==> config.mk <==
export PLATFORM = sky130hd
export DESIGN_NAME = mframe_serializer
export DESIGN_NICKNAME = d
export VERILOG_FILES = /design/src/rtl/mframe_serializer.sv
export SDC_FILE = /design/constraint.sdc
export NUM_CORES = 1
export LEC_CHECK = 0
export BUFFER_PORTS_ARGS = -buffer_cell sky130_fd_sc_hd__buf_2
export CAP_MARGIN = 20
export CORE_ASPECT_RATIO = 1.25
export CORE_MARGIN = 2
export CORE_UTILIZATION = 62
export CTS_CLUSTER_DIAMETER = 60
export CTS_CLUSTER_SIZE = 20
export DETAILED_ROUTE_END_ITERATION = 12
export PLACE_DENSITY = 0.93
export SYNTH_ARGS = -nofsm -noshare
export SYNTH_HDL_FRONTEND = slang
export SYNTH_SLANG_ARGS = --single-unit
==> constraint.sdc <==
create_clock -name clk -period 4.5 [get_ports clk]
set_clock_uncertainty 0.1 [all_clocks]
set_input_delay 0.9 -clock clk [delete_from_list [all_inputs] [get_ports clk]]
set_output_delay 0.9 -clock clk [all_outputs]
set_load 0.05 [all_outputs]
==> src/rtl/mframe_serializer.sv <==
`default_nettype none
// ============================================================================
// Module   : mframe_serializer
// Brief    : Ping-pong RAM telemetry frame serializer with frame markers,
//            half-bit slot output, parallel word copy and BCD seconds count.
// Revision : 1.0
// ============================================================================
module mframe_serializer #(
    parameter int DATA_W = 12,
    parameter int ADDR_W = 10,
    parameter int DIV    = 4,
    parameter int WRDS   = 8,
    parameter int PHRS   = 128,
    parameter int GRPS   = 32,
    parameter int CYCS   = 4
) (
    input  logic                     clk,
    input  logic                     reset,
    input  logic                     iEn,
    input  logic                     iBankRdy,
    input  logic [DATA_W-1:0]        iData,
    output logic                     oSwitch,
    output logic                     oRdEn,
    output logic [ADDR_W-1:0]        oAddr,
    output logic                     oSerial,
    output logic [DATA_W-1:0]        oParallel,
    output logic                     oValid,
    output logic [$clog2(GRPS)-1:0]  cntGrp,
    output logic [15:0]              oSecBcd,
    output logic                     oUnderrun
);

    localparam int c_slots  = 2 * DATA_W;
    localparam int c_slot_w = $clog2(c_slots);
    localparam int c_div_w  = $clog2(DIV);
    localparam int c_wrd_w  = (WRDS > 1) ? $clog2(WRDS) : 1;
    localparam int c_phr_w  = $clog2(PHRS);
    localparam int c_grp_w  = $clog2(GRPS);
    localparam int c_cyc_w  = (CYCS > 1) ? $clog2(CYCS) : 1;

    localparam logic [c_phr_w-1:0] c_p1  = c_phr_w'(PHRS - 1);
    localparam logic [c_phr_w-1:0] c_p3  = c_phr_w'(PHRS - 3);
    localparam logic [c_phr_w-1:0] c_p5  = c_phr_w'(PHRS - 5);
    localparam logic [c_phr_w-1:0] c_p7  = c_phr_w'(PHRS - 7);
    localparam logic [c_phr_w-1:0] c_p9  = c_phr_w'(PHRS - 9);
    localparam logic [c_phr_w-1:0] c_p11 = c_phr_w'(PHRS - 11);
    localparam logic [c_phr_w-1:0] c_p13 = c_phr_w'(PHRS - 13);
    localparam logic [c_phr_w-1:0] c_p15 = c_phr_w'(PHRS - 15);

    logic [c_div_w-1:0]  r_div;
    logic [c_slot_w-1:0] r_slot;
    logic [c_slots-1:0]  r_sr;
    logic [ADDR_W-1:0]   r_mem;
    logic [c_wrd_w-1:0]  r_word;
    logic [c_phr_w-1:0]  r_phr;
    logic [c_grp_w-1:0]  r_grp;
    logic [c_cyc_w-1:0]  r_cyc;

    logic                w_step;
    logic                w_last_slot;
    logic                w_rd;
    logic                w_load;
    logic [ADDR_W-1:0]   w_addr_next;
    logic [c_slot_w-1:0] w_idx;
    logic                w_s0;
    logic                w_both;
    logic [c_slots-1:0]  w_tx;
    logic [c_slots-1:0]  w_dbl;
    logic [DATA_W-1:0]   w_par;
    logic [15:0]         w_sec_next;
    logic                w_bcd_carry;

    // Idle is only ever entered at a word boundary, so a non-zero div/slot means mid-word.
    assign w_step      = iEn || (r_div != '0) || (r_slot != '0);
    assign w_last_slot = (r_slot == c_slot_w'(c_slots - 1));
    assign w_rd        = w_last_slot && (r_div == c_div_w'(1));
    assign w_load      = w_last_slot && (r_div == c_div_w'(DIV - 1));
    assign w_addr_next = r_mem + ADDR_W'(1);
    assign w_idx       = c_slot_w'(c_slots - 1) - r_slot;
    assign cntGrp      = r_grp;

    // Markers follow the position counters of the word currently in the shift register.
    always_comb begin
        w_s0   = 1'b0;
        w_both = 1'b0;
        if (r_word == '0) begin
            w_s0 = ~r_phr[0];
            if (r_grp == c_grp_w'(GRPS - 1))
                w_both = r_phr inside {c_p15, c_p7, c_p5, c_p1};
            else
                w_both = r_phr inside {c_p13, c_p11, c_p9, c_p3};
            if ((r_cyc == '0) && (r_grp == '0) && (r_phr == c_phr_w'(15)))
                w_both = 1'b1;
        end
        w_tx              = r_sr;
        w_tx[c_slots-1]   = r_sr[c_slots-1] | w_s0 | w_both;
        w_tx[c_slots-2]   = r_sr[c_slots-2] | w_both;
    end

    for (genvar j = 0; j < DATA_W; j++) begin : g_bits
        assign w_dbl[2*j]   = iData[j];
        assign w_dbl[2*j+1] = iData[j];
        assign w_par[j]     = w_tx[2*j];
    end

    always_comb begin
        w_sec_next  = oSecBcd;
        w_bcd_carry = 1'b1;
        for (int d = 0; d < 4; d++) begin
            if (w_bcd_carry) begin
                if (oSecBcd[4*d +: 4] == 4'd9) begin
                    w_sec_next[4*d +: 4] = 4'd0;
                end else begin
                    w_sec_next[4*d +: 4] = oSecBcd[4*d +: 4] + 4'd1;
                    w_bcd_carry          = 1'b0;
                end
            end
        end
    end

    always_ff @(posedge clk or negedge reset) begin
        if (!reset) begin
            r_div     <= '0;
            r_slot    <= '0;
            r_sr      <= '0;
            r_mem     <= '0;
            r_word    <= '0;
            r_phr     <= '0;
            r_grp     <= '0;
            r_cyc     <= '0;
            oSwitch   <= 1'b0;
            oRdEn     <= 1'b0;
            oAddr     <= '0;
            oSerial   <= 1'b0;
            oParallel <= '0;
            oValid    <= 1'b0;
            oSecBcd   <= '0;
            oUnderrun <= 1'b0;
        end else begin
            oValid <= 1'b0;
            oRdEn  <= 1'b0;
            if (!w_step) begin
                oSerial <= 1'b0;
            end else begin
                if (w_load) begin
                    r_div  <= '0;
                    r_slot <= '0;
                end else if (r_div == c_div_w'(DIV - 1)) begin
                    r_div  <= '0;
                    r_slot <= r_slot + c_slot_w'(1);
                end else begin
                    r_div  <= r_div + c_div_w'(1);
                end

                if (r_div == '0) begin
                    oSerial <= w_tx[w_idx];
                    if (r_slot == '0) begin
                        oValid    <= 1'b1;
                        oParallel <= w_par;
                    end
                end

                if (w_rd) begin
                    oRdEn <= 1'b1;
                    oAddr <= w_addr_next;
                    if (w_addr_next == '0) begin
                        oSwitch <= ~oSwitch;
                        if (!iBankRdy)
                            oUnderrun <= 1'b1;
                    end
                end

                if (w_load) begin
                    r_sr  <= w_dbl;
                    r_mem <= r_mem + ADDR_W'(1);
                    if (r_word == c_wrd_w'(WRDS - 1)) begin
                        r_word <= '0;
                        if (r_phr == c_phr_w'(PHRS - 1)) begin
                            r_phr <= '0;
                            if (r_grp == c_grp_w'(GRPS - 1)) begin
                                r_grp <= '0;
                                if (r_cyc == c_cyc_w'(CYCS - 1)) begin
                                    r_cyc   <= '0;
                                    oSecBcd <= w_sec_next;
                                end else begin
                                    r_cyc <= r_cyc + c_cyc_w'(1);
                                end
                            end else begin
                                r_grp <= r_grp + c_grp_w'(1);
                            end
                        end else begin
                            r_phr <= r_phr + c_phr_w'(1);
                        end
                    end else begin
                        r_word <= r_word + c_wrd_w'(1);
                    end
                end
            end
        end
    end

endmodule
`default_nettype wire
==> run summary, run 1 <==
Max-cap violations: 0
Synth area leader: dfrtp_1
die area: 0.00785 sq mm
post-synthesis sequential area ratio: 50.2%
CTS Sinks: 89
peak supply drop: 0.373 mV
Crit Path Class: reg -> reg
leakage power: 2.38 nW
CTS tree: built
Die W: 79.6 um
die height: 98.5 um
root buf cell: clkbuf_8
Post-Syn Area: 0.00443 sq mm
total chip power: 2.05 mW
post-synth net total: 466
Core Util, Final: 72.2%
nets@finish: 523
Ys Warns: 0
First DRT Iteration DRCs: 211
GRT overflow: 0
M1 GR Usage: 30.1%
Crit path largest cell delay: 0.76 ns
Slew Viols, Final: 0
DP Cell Count: 568
post-synthesis average cell area: 10.3 sq um
first-pass GRT wire length: 15200 um
layout cells sized above 1: 21.5%
number of diodes: 0
vias in the first global route: 3271
Setup crit end kind: flip-flop
number of synthesized flops with an enable pin: 0
M2 GR Usage: 42.1%
critical path required time: 4.65 ns
Max-Slew Margin vs Limit: 47.5%
CTS Buf Count: 9
top cell type's share of synthesized area: 50.2%
maximum number of pins on one net before global-route repair: 65
post-synthesis cell type count: 51
WL per Instance: 15.1 um
core box area: 0.00693 sq mm
HPWL Detailed: 6260 um
setup TNS: 0 ns
global routing's busiest layer: met2
Period minus WS final: 3.13 ns
Hold Path Class: reg -> reg
Pre-antenna DRT Iters: 5
Crit path arrival time: 3.27 ns
most frequent cells in the layout: dfrtp_1, nand2_1, buf_2
clock-pin slew on the worst setup and hold paths: 0.09 ns
DRC: 0
Slowest cell on crit path: and4_1
crit-path leading delay family: simple AND/OR/NAND/NOR gates
Finished Layout Cells: 584
CP startpoint kind: flip-flop
Crit path buffers/inverters: 0
H-Tree Depth: 3
max frequency: 320 MHz
RSZ-0062 raised after global routing: false
Crit Path Max Fanout: 23
Mapped Cells: 432
RD Place Congestion: 0.835
ys flop type: dfrtp_1
run status: complete, no violations
Period Utilization, post-route: 69.5%
ys async rst share: 100%
worst skew pair latency: 0.36 ns
final hold vios: 0
num rows: 34
Layout area overhead: 12.9%
Power Density: 409 mW/mm^2
Via density: 5.67
I/O pin count: 64
commonest non-fill, non-tap cell in the layout: dfrtp_1
Seq cells post-synth: 89
Final setup viols: 0
DRT Wirelength: 8820 um
GRT Util Overall: 24.4%
vias: 3313
Post-CTS Setup Inserts: 0
number of routed nets with antenna violations: 0
post-CTS sizing: 0
synth top area cells: dfrtp_1, nand2_1, xnor2_1, ha_1, mux2_2
worst slew pin tran: 0.787 ns
crit-path cells: ha_1 > and4_1 > nand2_1 > nor4_2 > o21ai_1 > a221o_1
port bufs: 63
initial antenna violation count: 0
clk buf depth: 2
Initial Util: 63.9%
GR Layer Usage met3: 3.57%
hold buffers post-CTS: 0
final cells by class:
cell class,count,area [sq um]
Inverter,24,90.1
Tap cell,90,113
Clock buffer,11,141
Clock inverter,5,78.8
Fill cell,475,1930
Timing Repair Buffer,64,325
Multi-Input combinational cell,301,2030
Sequential cell,89,2230
stage by stage:
stage,cell area [sq um],setup slack (ns),hold WS [ns]
6_report,5000,1.37,0.371
3_5_place_dp,4780,1.41,0.363
4_1_cts,5000,1.37,0.379
2_1_floorplan,4430,2.07,0.346
5_1_grt,5000,1.07,0.405
3_3_place_gp,4780,1.61,0.354
kinds of logic (layout without fill, tap and decap cells):
| group | count (synthesis) | in the layout | synth area share (%) |
|---|---|---|---|
| buf+inv | 42 | 104 | 3.98 |
| simple gates | 175 | 175 | 20.2 |
| xor+xnor | 36 | 36 | 7.11 |
| mux | 22 | 22 | 6.10 |
| flops | 89 | 89 | 50.2 |
| compound gates | 50 | 50 | 7.25 |
| fa+ha+maj | 18 | 18 | 5.08 |
sequential cells by signal, indices dropped and copies added (netlist names):
signal / flops
cntGrp: 5
oAddr: 10
oParallel: 12
oRdEn: 1
oSecBcd: 16
oSerial: 1
oSwitch: 1
oUnderrun: 1
oValid: 1
r_cyc: 2
r_div: 2
r_mem: 10
r_phr: 7
r_slot: 5
r_sr: 12
r_word: 3
worst register-to-register path, cell delays in order (launching register included):
cell	delay (ns)
dfrtp_1	0.52
ha_1	0.35
and4_1	0.76
nand2_1	0.33
nor4_2	0.52
o21ai_1	0.13
a221o_1	0.32
where the power goes:
group	total, mW	internal [mW]	switching (mW)
combinational	0.462	0.164	0.298
clock	0.607	0.327	0.280
sequential	0.980	0.886	0.0933
total	2.05	1.38	0.671
synthesized netlist by cell type (all sizes together), types with 3 or more instances:
master / number
ha: 18
mux2i: 3
nor2b: 4
and4: 4
nand2b: 5
xor2: 10
xnor2: 26
buf: 7
nand2: 84
nor4: 5
a221o: 4
and3: 5
nand3: 14
inv: 24
nand4: 10
clkbuf: 11
mux2: 17
a21oi: 4
o21ai: 27
nor2: 26
dfrtp: 89
nor3: 6
per-layer routing:
| layer | share of wire, % | vias to the layer above |
|---|---|---|
| met5 | 0 | - |
| met4 | 2.1 | 0 |
| met3 | 4.4 | 22 |
| met2 | 52 | 99 |
| met1 | 42 | 1615 |
| li1 | - | 1577 |
path summary, 6_finish.rpt:
check | start | depth (start not counted) | endpoint | slack (ns)
max | r_slot[1] | 6 | oSecBcd[3] | 1.37
min | oSwitch | 1 | oSwitch | 0.37
max reg2reg | r_slot[1] | 6 | oSecBcd[3] | 1.37
min reg2reg | oSwitch | 1 | oSwitch | 0.37
max in group asynchronous | reset | 2 | oAddr[1] | 2.91
min in group asynchronous | reset | 1 | cntGrp[2] | 0.52
Note: power is estimated with default switching activity, not from simulation.
==> inputs of run 2 (changes only) <==
--- a/config.mk
+++ b/config.mk
@@ -9,11 +9,11 @@
 export CAP_MARGIN = 20
 export CORE_ASPECT_RATIO = 1.25
 export CORE_MARGIN = 2
-export CORE_UTILIZATION = 62
+export CORE_UTILIZATION = 52
 export CTS_CLUSTER_DIAMETER = 60
 export CTS_CLUSTER_SIZE = 20
 export DETAILED_ROUTE_END_ITERATION = 12
-export PLACE_DENSITY = 0.93
+export PLACE_DENSITY = 0.83
 export SYNTH_ARGS = -nofsm -noshare
 export SYNTH_HDL_FRONTEND = slang
 export SYNTH_SLANG_ARGS = --single-unit
==> constraint.sdc (replaced) <==
create_clock -name clk -period 2.5 [get_ports clk]
set_clock_uncertainty 0.1 [all_clocks]
set_input_delay 0.5 -clock clk [delete_from_list [all_inputs] [get_ports clk]]
set_output_delay 0.5 -clock clk [all_outputs]
set_load 0.05 [all_outputs]
==> run 2 against run 1 <==
  * Worst setup slack got worse by 1.2 ns
  * Sequential power rose by 77%
  * Critical endpoint unchanged
  * Routed wire length rose by 0.11%
  * Sequential cell count did not move
  * First-iteration DRC count rose by 26%
  * Cell area rose by 1.2%
  * Final cell count rose by 2.7%
==> run summary, run 2 (same netlist as run 1, synthesis figures left out) <==
run status: complete, no violations
maximum number of pins on one net before global-route repair: 49
met1 WL: 3830 um
Hold Path Class: in -> async
RSZ-0062 raised after global routing: false
CP startpoint kind: flip-flop
commonest non-fill, non-tap cell in the layout: dfrtp_1
GRT overflow: 0
Logic pwr share: 24.8%
num rows: 37
most flop-heavy register: oSecBcd
post-CTS sizing: 0
r2r startpoint: r_slot[3]
CTS Buf Count: 9
Power Density: 698 mW/mm^2
leakage power: 2.43 nW
worst skew pair latency: 0.36 ns
vias: 3339
WL per Instance: 14.7 um
Period Utilization, post-route: 93.2%
Max-Slew Margin vs Limit: 62.0%
die height: 107 um
Crit path arrival time: 2.48 ns
DRC: 0
first-pass GRT wire length: 15100 um
GRT Util Overall: 20.4%
root buf cell: clkbuf_8
DR top layer: met4
layout cells sized above 1: 23.3%
Max-cap violations: 0
vias in the first global route: 3375
H-Tree Depth: 3
DRT Wirelength: 8830 um
die area: 0.00928 sq mm
max frequency: 429 MHz
clock-pin slew on the worst setup and hold paths: 0.09 ns
core box area: 0.00824 sq mm
Period minus WS final: 2.33 ns
Setup crit end kind: flip-flop
First DRT Iteration DRCs: 265
I/O pin count: 64
DR WL met2: 4510 um
cell-internal power: 2.33 mW
total chip power: 3.53 mW
nets@finish: 532
Via density: 5.57
setup TNS: 0 ns
CTS tree: built
Final setup viols: 0
number of diodes: 0
hold buffers post-CTS: 0
final hold vios: 0
NetSw: 1.20 mW
CTS Sinks: 89
worst slew pin tran: 0.563 ns
Post-CTS Setup Inserts: 0
Crit Path Max Fanout: 6
port bufs: 63
Clock Power Share: 26.1%
initial antenna violation count: 0
most frequent cells in the layout: dfrtp_1, nand2_1, buf_2
Pre-antenna DRT Iters: 4
Layout area overhead: 14.3%
Seq pwr share: 49.1%
worst r2r path cells: 7
RD Place Congestion: 0.871
HPWL Detailed: 6240 um
switching part of the total: 34.1%
R2R Path End: oSecBcd[3]
number of routed nets with antenna violations: 0
Die W: 86.6 um
Crit Path Class: reg -> reg
max reg flops: 16
peak supply drop: 0.484 mV
Slew Viols, Final: 0
clk buf depth: 2
critical path required time: 2.65 ns
biggest regs: oSecBcd (16), oParallel (12), r_sr (12)
R2R Setup Slk: 0.17 ns
Initial Util: 53.8%
DR WL met3: 371 um
run 2: worst max path at each step:
stage,startpoint,to,slack [ns],cells after the start
floorplan,cntGrp[1],oSecBcd[7],0.07,8
global placement,r_slot[3],oSecBcd[13],0.21,7
CTS,r_slot[3],oSecBcd[3],0.12,7
detailed placement,r_slot[3],oSecBcd[13],0.13,7
global route,r_slot[3],oSecBcd[3],0.02,7
finish,r_slot[3],oSecBcd[3],0.17,7
run 2: final cells by class:
class                   count  area [sq um]
clock buffers              11           151
clock inverters             5          30.0
fillers                   683          3180
inverters                  24          90.1
multi-input cells         301          2040
flip-flops and latches     89          2230
well taps                  97           121
repair buffers             73           405
run 2: per-stage QoR:
stage	setup WS (ns)	area, sq um	cells	util [%]	hold slack, ns
global route	0.0175	5060	600	61.5	0.0541
floorplan	0.0725	4430	432	-	0.104
finish	0.169	5060	600	61.5	0.0172
CTS	0.119	5050	600	61.3	0.0358
global placement	0.207	4870	584	59.1	0.353
detailed placement	0.129	4870	584	59.1	0.362
run 2: per-layer routing:
| metal | track usage [%] | vias up |
|---|---|---|
| li1 | - | 1598 |
| met1 | 24.8 | 1646 |
| met2 | 35.2 | 83 |
| met3 | 5.08 | 12 |
| met4 | 7.03 | 0 |
| met5 | 0 | - |
run 2: critical path: stages (launching register included):
cell and delay (ns):
dfrtp_1 0.42, inv_1 0.14, ha_1 0.30, and4_1 0.25
nand2_1 0.18, nor4_4 0.41, o21ai_1 0.12, a221o_1 0.30
run 2: power by group through the flow:
stage / sequential (mW) / clock [mW] / combinational [mW]
floorplan: 1.95 / 0 / 0.439
global placement: 1.74 / 0 / 0.861
detailed placement: 1.76 / 0 / 0.883
CTS: 1.73 / 0.932 / 0.887
global route: 1.76 / 0.998 / 0.969
finish: 1.73 / 0.921 / 0.878
==> inputs of run 3 (changes only) <==
--- a/config.mk
+++ b/config.mk
@@ -9,11 +9,11 @@
 export CAP_MARGIN = 20
 export CORE_ASPECT_RATIO = 1.25
 export CORE_MARGIN = 2
-export CORE_UTILIZATION = 52
+export CORE_UTILIZATION = 57
 export CTS_CLUSTER_DIAMETER = 60
 export CTS_CLUSTER_SIZE = 20
 export DETAILED_ROUTE_END_ITERATION = 12
-export PLACE_DENSITY = 0.83
+export PLACE_DENSITY = 0.87
 export SYNTH_ARGS = -nofsm -noshare
 export SYNTH_HDL_FRONTEND = slang
 export SYNTH_SLANG_ARGS = --single-unit
==> constraint.sdc (replaced) <==
create_clock -name clk -period 2.33 [get_ports clk]
set_clock_uncertainty 0.1 [all_clocks]
set_input_delay 0.466 -clock clk [delete_from_list [all_inputs] [get_ports clk]]
set_output_delay 0.466 -clock clk [all_outputs]
set_load 0.05 [all_outputs]
==> run 3 against run 2 <==
  * Routed wire length up 1.6%
  * Utilization rose by 7.3 points
  * Sequential share of layout area is 0.40 points lower
  * Non-clock buffer count grew 5
  * Worst hold slack gained 0.17 ns
  * Combinational power up 14%
  * Cell area up 1.0%
  * Register-to-register slack worse by 0.03 ns
  * Sequential power rose by 6%
  * Count of clock-buffer cells in the layout is 1 higher
  * Total power increased by 8.4%
  * Critical path type unchanged
==> run summary, run 3 (same netlist as run 1, synthesis figures left out) <==
run status: complete, no violations
RD Place Congestion: 0.845
final hold vios: 0
commonest non-fill, non-tap cell in the layout: dfrtp_1
Fillers: 542
Max-cap violations: 0
critical path required time: 2.47 ns
initial antenna violation count: 0
First DRT Iteration DRCs: 222
core box area: 0.00744 sq mm
NetSw: 1.30 mW
total chip power: 3.83 mW
switching part of the total: 33.9%
vias in the first global route: 3305
layout cells sized above 1: 24.6%
Slew Viols, Final: 0
DRC: 0
CP startpoint kind: flip-flop
CTS Buf Count: 9
Seq pwr share: 48.0%
num rows: 35
Power Density: 749 mW/mm^2
clk buf depth: 2
number of diodes: 0
maximum number of pins on one net before global-route repair: 41
first-pass GRT wire length: 15200 um
setup TNS: 0 ns
most frequent cells in the layout: dfrtp_1, nand2_1, buf_2
Period minus WS final: 2.19 ns
Logic pwr share: 26.2%
worst hold slack: 0.191 ns
Hold Path Class: in -> reg
I/O pin count: 64
max reg flops: 16
Max-Slew Margin vs Limit: 65.8%
die area: 0.00850 sq mm
GRT overflow: 0
Slowest cell on crit path: dfrtp_1
port bufs: 63
Crit path largest cell delay: 0.43 ns
WL per Instance: 14.9 um
Via density: 5.61
Final setup viols: 0
Clock Power Share: 25.8%
Crit path arrival time: 2.33 ns
Layout area overhead: 15.4%
CTS Sinks: 89
crit-path cells: inv_1 > ha_2 > nand4_4 > nor4_4 > and4_4 > nand3_2 > mux2_4
Pre-antenna DRT Iters: 4
max frequency: 457 MHz
clock-pin slew on the worst setup and hold paths: 0.09 ns
number of routed nets with antenna violations: 0
Crit Path Max Fanout: 5
CTS tree: built
DRT Wirelength: 8980 um
worst slew pin tran: 0.514 ns
worst skew pair latency: 0.35 ns
most flop-heavy register: oSecBcd
root buf cell: clkbuf_8
die height: 103 um
Setup crit end kind: flip-flop
Period Utilization, post-route: 93.9%
Hold Path Cell Cnt: 2
Die W: 82.9 um
HPWL Detailed: 6370 um
RSZ-0062 raised after global routing: false
vias: 3370
leakage power: 2.45 nW
Initial Util: 59.5%
H-Tree Depth: 3
peak supply drop: 0.645 mV
GRT Util Overall: 22.0%
cell-internal power: 2.53 mW
Crit Path Class: reg -> reg
biggest regs: oSecBcd (16), oParallel (12), r_sr (12)
nets@finish: 538
worst r2r path cells: 7
-- run 3: changes by cell type in the layout (fill, tap and decap cells not counted), sizes merged --
cell / change
buf: +4
and4: +1
clkbuf: +1
clkinv: -1
clkinvlp: -1
dlygate4sd3: +1
inv: +1
-- run 3: stage by stage --
stage | cell area (sq um) | worst slack (ns) | std cells | util (%)
final | 5120 | 0.142 | 601 | 68.7
after CTS | 5100 | 0.0311 | 600 | 68.5
after detailed placement | 4900 | -0.0900 | 583 | 65.8
after global placement | 4900 | 0.0435 | 583 | 65.8
after floorplan | 4440 | 0.00746 | 432 | -
after global routing | 5120 | 0.000214 | 601 | 68.7
-- run 3: final timing paths --
check | from | to | slack, ns
max | r_slot[3] | oSecBcd[13] | 0.14
min reg2reg | oSwitch | oSwitch | 0.38
max reg2reg | r_slot[3] | oSecBcd[13] | 0.14
min in group asynchronous | reset | r_cyc[1] | 0.52
min | iBankRdy | oUnderrun | 0.19
max in group asynchronous | reset | r_div[1] | 0.97
-- run 3: final cells by class --
type	count	area [sq um]	area share (%)
repair buffers	78	445	8.70
clock buffers	12	155	3.03
flip-flops and latches	89	2230	43.6
clock inverters	4	26.3	0.513
multi-input cells	302	2060	40.2
inverters	24	90.1	1.76
well taps	92	115	2.25
-- run 3: worst max-delay path, delay by kind of cell, from the launching register on --
kind | cells | cell delay [ns]
adders and majority gates | 1 | 0.26
buffers and inverters | 1 | 0.14
DFF | 1 | 0.43
muxes | 1 | 0.32
and+or+nand+nor | 4 | 0.83
-- run 3: power groups by stage --
stage / Sequential, mW / Combinational [mW] / Clock, mW
after floorplan: 2.09 / 0.471 / 0
after global placement: 1.85 / 0.966 / 0
after detailed placement: 1.87 / 1.00 / 0
after CTS: 1.84 / 1.01 / 1.01
after global routing: 1.86 / 1.09 / 1.07
final: 1.84 / 1.00 / 0.988
-- run 3: per-layer routing --
metal  vias up  global-route usage [%]  wire [um]
met5         -                       0          0
met4         0                    11.0        183
met3        18                    3.68        371
met2        93                    38.9       4700
met1      1641                    26.4       3720
li1       1618                       -          -
-- run 3: timing repair --
item / in CTS / in global routing
setup endpoints to repair: 5 / 6
setup buffers: 0 / 0
hold buffers: 1 / 0
gates resized for setup: 3 / 2
endpoints found under the hold margin: 32 / 0
cloned: 0 / 1
pin swaps: 1 / 2
